`src/rtl/alu_pkg.sv`:
```
// alu_pkg: shared opcode/state types and default widths for the ALU sequencer.
package alu_pkg;
    localparam int DEF_WIDTH = 8;
    localparam int DEF_SEL_W = 3;
    typedef enum logic [2:0] {OP_ADD, OP_SUB, OP_AND, OP_OR, OP_XOR, OP_SHL, OP_SHR, OP_LDI} alu_op_e;
    typedef enum logic [2:0] {IDLE, READ_A, READ_B, EXEC, WRITE} seq_state_e;
endpackage

```
`src/rtl/alu_core.sv`:
```
// alu_core: combinational ALU producing a WIDTH-bit result and a carry/borrow bit.
module alu_core import alu_pkg::*; #(
    parameter int WIDTH = DEF_WIDTH,
    parameter int IMM_W = 2 * DEF_SEL_W
) (
    input  alu_op_e          op,
    input  logic [WIDTH-1:0] a,
    input  logic [WIDTH-1:0] b,
    input  logic [IMM_W-1:0] imm,
    output logic [WIDTH-1:0] y,
    output logic             c
);
    always_comb begin
        y = '0;
        c = 1'b0;
        case (op)
            OP_ADD: {c, y} = {1'b0, a} + {1'b0, b};
            OP_SUB: begin
                y = a - b;
                c = a < b;
            end
            OP_AND: y = a & b;
            OP_OR:  y = a | b;
            OP_XOR: y = a ^ b;
            OP_SHL: {c, y} = {a, 1'b0};
            OP_SHR: {y, c} = {1'b0, a};
            OP_LDI: y = WIDTH'(imm);
            default: ;
        endcase
    end
endmodule

```
`src/rtl/alu_sequencer.sv`:
```
// alu_sequencer: five-state controller reading two operands from a register bank,
// executing one ALU op and writing the result back, self-refreshing on idle cycles.
module alu_sequencer import alu_pkg::*; #(
    parameter int WIDTH = DEF_WIDTH,
    parameter int SEL_W = DEF_SEL_W
) (
    input  logic             CLK,
    input  logic             RESET,
    input  logic             instr_valid,
    output logic             instr_ready,
    input  logic [2:0]       instr_op,
    input  logic [SEL_W-1:0] instr_rd,
    input  logic [SEL_W-1:0] instr_rs1,
    input  logic [SEL_W-1:0] instr_rs2,
    output logic [SEL_W-1:0] rd_sel,
    input  logic [WIDTH-1:0] rd_data,
    output logic [SEL_W-1:0] wr_sel,
    output logic [WIDTH-1:0] wr_data,
    output logic             done,
    output logic [WIDTH-1:0] result,
    output logic             flag_z,
    output logic             flag_c,
    output logic             busy
);
    seq_state_e state, state_nxt;
    alu_op_e op;
    logic [SEL_W-1:0] rd, rs1, rs2;
    logic [WIDTH-1:0] op_a, op_b, y;
    logic c;

    alu_core #(.WIDTH(WIDTH), .IMM_W(2 * SEL_W)) u_core (
        .op (op),
        .a  (op_a),
        .b  (op_b),
        .imm({rs1, rs2}),
        .y  (y),
        .c  (c)
    );

    always_ff @(posedge CLK or posedge RESET) begin
        if (RESET)
            state <= IDLE;
        else
            state <= state_nxt;
    end

    // The bank write port has no enable: outside WRITE it rewrites the register being read.
    always_comb begin
        state_nxt = state;
        instr_ready = state == IDLE;
        busy = state != IDLE;
        done = state == WRITE;
        rd_sel = state == READ_A ? rs1 : rs2;
        wr_sel = state == WRITE ? rd : rd_sel;
        wr_data = state == WRITE ? result : rd_data;
        case (state)
            IDLE:    state_nxt = instr_valid ? READ_A : IDLE;
            READ_A:  state_nxt = READ_B;
            READ_B:  state_nxt = EXEC;
            EXEC:    state_nxt = WRITE;
            default: state_nxt = IDLE;
        endcase
    end

    always_ff @(posedge CLK or posedge RESET) begin
        if (RESET) begin
            op <= OP_ADD;
            rd <= '0;
            rs1 <= '0;
            rs2 <= '0;
            op_a <= '0;
            op_b <= '0;
            result <= '0;
            flag_z <= 1'b0;
            flag_c <= 1'b0;
        end else begin
            if (state == IDLE && instr_valid) begin
                op <= alu_op_e'(instr_op);
                rd <= instr_rd;
                rs1 <= instr_rs1;
                rs2 <= instr_rs2;
            end
            if (state == READ_A)
                op_a <= rd_data;
            if (state == READ_B)
                op_b <= rd_data;
            if (state == EXEC) begin
                result <= y;
                flag_z <= y == '0;
                flag_c <= c;
            end
        end
    end
endmodule

```
`config.mk`:
```
export PLATFORM = sky130hd
export DESIGN_NAME = alu_sequencer
export DESIGN_NICKNAME = d
export VERILOG_FILES = /design/src/rtl/alu_pkg.sv /design/src/rtl/alu_core.sv /design/src/rtl/alu_sequencer.sv
export SDC_FILE = /design/constraint.sdc
export NUM_CORES = 1
export LEC_CHECK = 0
export ABC_AREA = 1
export CORE_UTILIZATION = 50
export CTS_BUF_LIST = sky130_fd_sc_hd__clkbuf_16
export DETAILED_ROUTE_END_ITERATION = 6
export PLACE_DENSITY_LB_ADDON = 0.1
export REMOVE_ABC_BUFFERS = 1
export SYNTH_ARGS = -nofsm -noshare
export SYNTH_HDL_FRONTEND = slang
export SYNTH_HIERARCHICAL = 1
export SYNTH_SLANG_ARGS = --single-unit
```
`constraint.sdc`:
```
create_clock -name CLK -period 4.7 [get_ports CLK]
set_input_delay 1.41 -clock CLK [delete_from_list [all_inputs] [get_ports CLK]]
set_output_delay 1.41 -clock CLK [all_outputs]
set_load 0.005 [all_outputs]
```
==> results.json <==
{
  "status": "finished, final reports clean",
  "clock-sinks": 41,
  "wirelength_um": 8060,
  "yosysTopAreaCellShare_pct": 31.8,
  "ctsHtreeMaxLevel": 2,
  "max_freq_mhz": 252,
  "ys_types": 33,
  "grt_usage_pct": 26.3,
  "cts_setup_buffers": 0,
  "gp_congestion": 0.906,
  "switching_share_pct": 49.7,
  "synth_top_area_cell": "dfrtp_1",
  "timing.final.crit_share_pct": 84.5,
  "r2r-start": "op_a[6]",
  "grt_pass1_vias": 2706,
  "cap_viol_max_count": 0,
  "vias": 3016,
  "p_int_mw": 1.53,
  "syn2layout_area_growth_pct": 20.4,
  "fp.dieH_um": 82.4,
  "clock-skew-final_ns": 0.00949,
  "clock_path_buffers": 2,
  "ir_drop_uv": 395,
  "die_area_um2": 6780,
  "first_pass_iters": 6,
  "pwr-share-seq_pct": 23.8,
  "hold_path_end": "flag_z",
  "ys_seq_area_share_pct": 31.8,
  "synth_area_leaders": "dfrtp_1 32%, nand2_1 15%, ha_1 9.7%",
  "clkPwrFrac_pct": 12.3,
  "slew_violations": 0,
  "place.detailed.hpwl_um": 6390,
  "die_w_um": 82.4,
  "drt.antenna.violating_nets": 0,
  "end_kind": "output port",
  "grt_overflow_total": 0,
  "synth-edff-count": 0,
  "worstHoldPathType": "register to register",
  "worstMarginPinSlew_ns": 0.509,
  "grt_max_degree": 42,
  "grt_first_pass_wirelength_um": 13200,
  "cts_hold_buf": 0,
  "rr_worst_depth": 14,
  "ys_ff_latch": 41,
  "pwr_density_cell_nw_per_um2": 781,
  "crit_arrival_ns": 2.56,
  "ys_warn_count": 6,
  "synthArstFlopShare_pct": 100,
  "start_util_pct": 53.3,
  "p_comb_share_pct": 63.9,
  "clk_latency_ns": 0.28,
  "min_delay_path_depth": 2,
  "antenna_found_initial": 0,
  "drive_gt1_share_pct": 8.05,
  "antenna_cells": 0,
  "cts.clk_slew.worst_paths_ns": 0.05,
  "cts_root_buf": "clkbuf_16",
  "required_ns": 3.29,
  "drc": 0,
  "slew_headroom_pct": 66.0,
  "fp.coreArea_um2": 6060,
  "detail_route.wl_per_cell_um": 14.1,
  "worstHoldStart": "flag_z",
  "cts-resized-gates": 0,
  "layout_min_cycle_time_ns": 3.97,
  "finish.instance_area_um2": 3890,
  "rsz0062_at_grt": "false",
  "post_drt_via_cell_ratio": 5.27,
  "power.switching_mw": 1.51,
  "startpoint_type": "primary input",
  "hold_violations": 0,
  "setup_viol": 0,
  "cts_buffers": 5,
  "syn-cell-area_um2": 3230,
  "synth_cells": 449,
  "io_pins": 50,
  "drt-initial-drc-count": 208,
  "synth_most_common_cell": "nand2_1",
  "r2r_slack_ns": 2.44,
  "setup_tns_ns": 0,
  "layout.nets": 546,
  "fillerInstances": 553,
  "rows": 28,
  "crit_path_max_fanout": 3,
  "port-buffer-count": 49,
  "avgSynthCellArea_um2": 7.19,
  "ys.flop_type": "dfrtp_1",
  "power.leakage_nw": 2.02,
  "r2r-end": "flag_z",
  "yosys-top-cells-count": "125 x nand2_1, 78 x inv_1, 41 x dfrtp_1, 39 x nand3_1, 26 x nor2_1",
  "placedInstanceArea_um2": 3720,
  "cts_tree": "done",
  "crit_type": "primary input to output port"
}
[cell families after synthesis]
kind of cell               Yosys count  synth area share (%)
and+or+nand+nor                    216                  30.0
buffers and inverters               93                  12.8
AOI/OAI and AO/OA                   70                  14.0
DFF                                 41                  31.8
adders and majority gates           27                  10.9
xor gates and xnor gates             2                 0.543
[layout by cell type, fill, tap and decap left out, types with 5 or more instances in the layout]
cell,netlist,layout
a21oi_1,9,9
clkbuf_16,0,5
clkdlybuf4s50_1,0,49
dfrtp_1,41,41
ha_1,25,25
inv_1,78,79
nand2_1,125,125
nand3_1,39,39
nand4_1,9,9
nor2_1,26,26
o21ai_0,15,15
o21ai_1,12,12
o21ai_2,18,18
o22ai_1,10,10
[critical path: stages]
cell,delay (ns)
clkdlybuf4s50_1,0.46
inv_1,0.06
o21ai_2,0.12
clkdlybuf4s50_1,0.51
[area by class of cell]
cell class | count | area, µm² | share of cell area [%]
clock buffer | 5 | 125 | 3.22
clock inverter | 3 | 37.5 | 0.966
inverter | 83 | 317 | 8.14
multi-input combinational | 315 | 1790 | 46.1
sequential | 41 | 1030 | 26.4
tap | 75 | 93.8 | 2.41
timing repair buffer | 50 | 498 | 12.8
[power groups by stage]
stage          Combinational, mW  Sequential (mW)  Clock, mW
2_1_floorplan               1.30            0.670          0
3_3_place_gp                1.90            0.715          0
3_5_place_dp                1.90            0.721          0
4_1_cts                     1.92            0.720      0.379
5_1_grt                     2.18            0.750      0.394
6_report                    1.94            0.722      0.374
[layer usage]
layer | track usage [%] | routed length, µm | part of all wire (%) | up-vias
li1 | - | - | - | 1526
met3 | 3.63 | 458 | 5.7 | 14
met4 | 10.0 | 206 | 2.6 | 0
met1 | 39.0 | 4000 | 50 | 1367
met5 | 0 | 0 | 0 | -
met2 | 38.5 | 3390 | 42 | 109
[sequential cells by signal, summed over array words and instances (netlist names)]
register,cells
op_a,8
op_b,8
result,8
op,3
rd,3
rs1,3
rs2,3
state,3
flag_c,1
flag_z,1
[metrics by stage]
step	instances	setup WS (ns)	power [mW]	utilization [%]	hold WS [ns]
after floorplan	439	1.70	1.97	-	0.455
after global placement	564	0.739	2.62	61.5	0.465
after detailed placement	564	0.721	2.62	61.5	0.469
after CTS	572	0.713	3.02	64.1	0.485
after global routing	572	0.658	3.32	64.1	0.509
final	572	0.728	3.04	64.1	0.481
[worst max path at each step]
| stage | startpoint | end | slack, ns | cells past startpoint |
|---|---|---|---|---|
| 2_1_floorplan | rd_data[7] | wr_data[7] | 1.70 | 2 |
| 3_3_place_gp | rd_data[4] | wr_data[4] | 0.74 | 4 |
| 3_5_place_dp | rd_data[1] | wr_data[1] | 0.72 | 4 |
| 4_1_cts | rd_data[1] | wr_data[1] | 0.71 | 4 |
| 5_1_grt | rd_data[6] | wr_data[6] | 0.66 | 4 |
| 6_report | rd_data[1] | wr_data[1] | 0.73 | 4 |
Power figures use the tool's default switching activity.
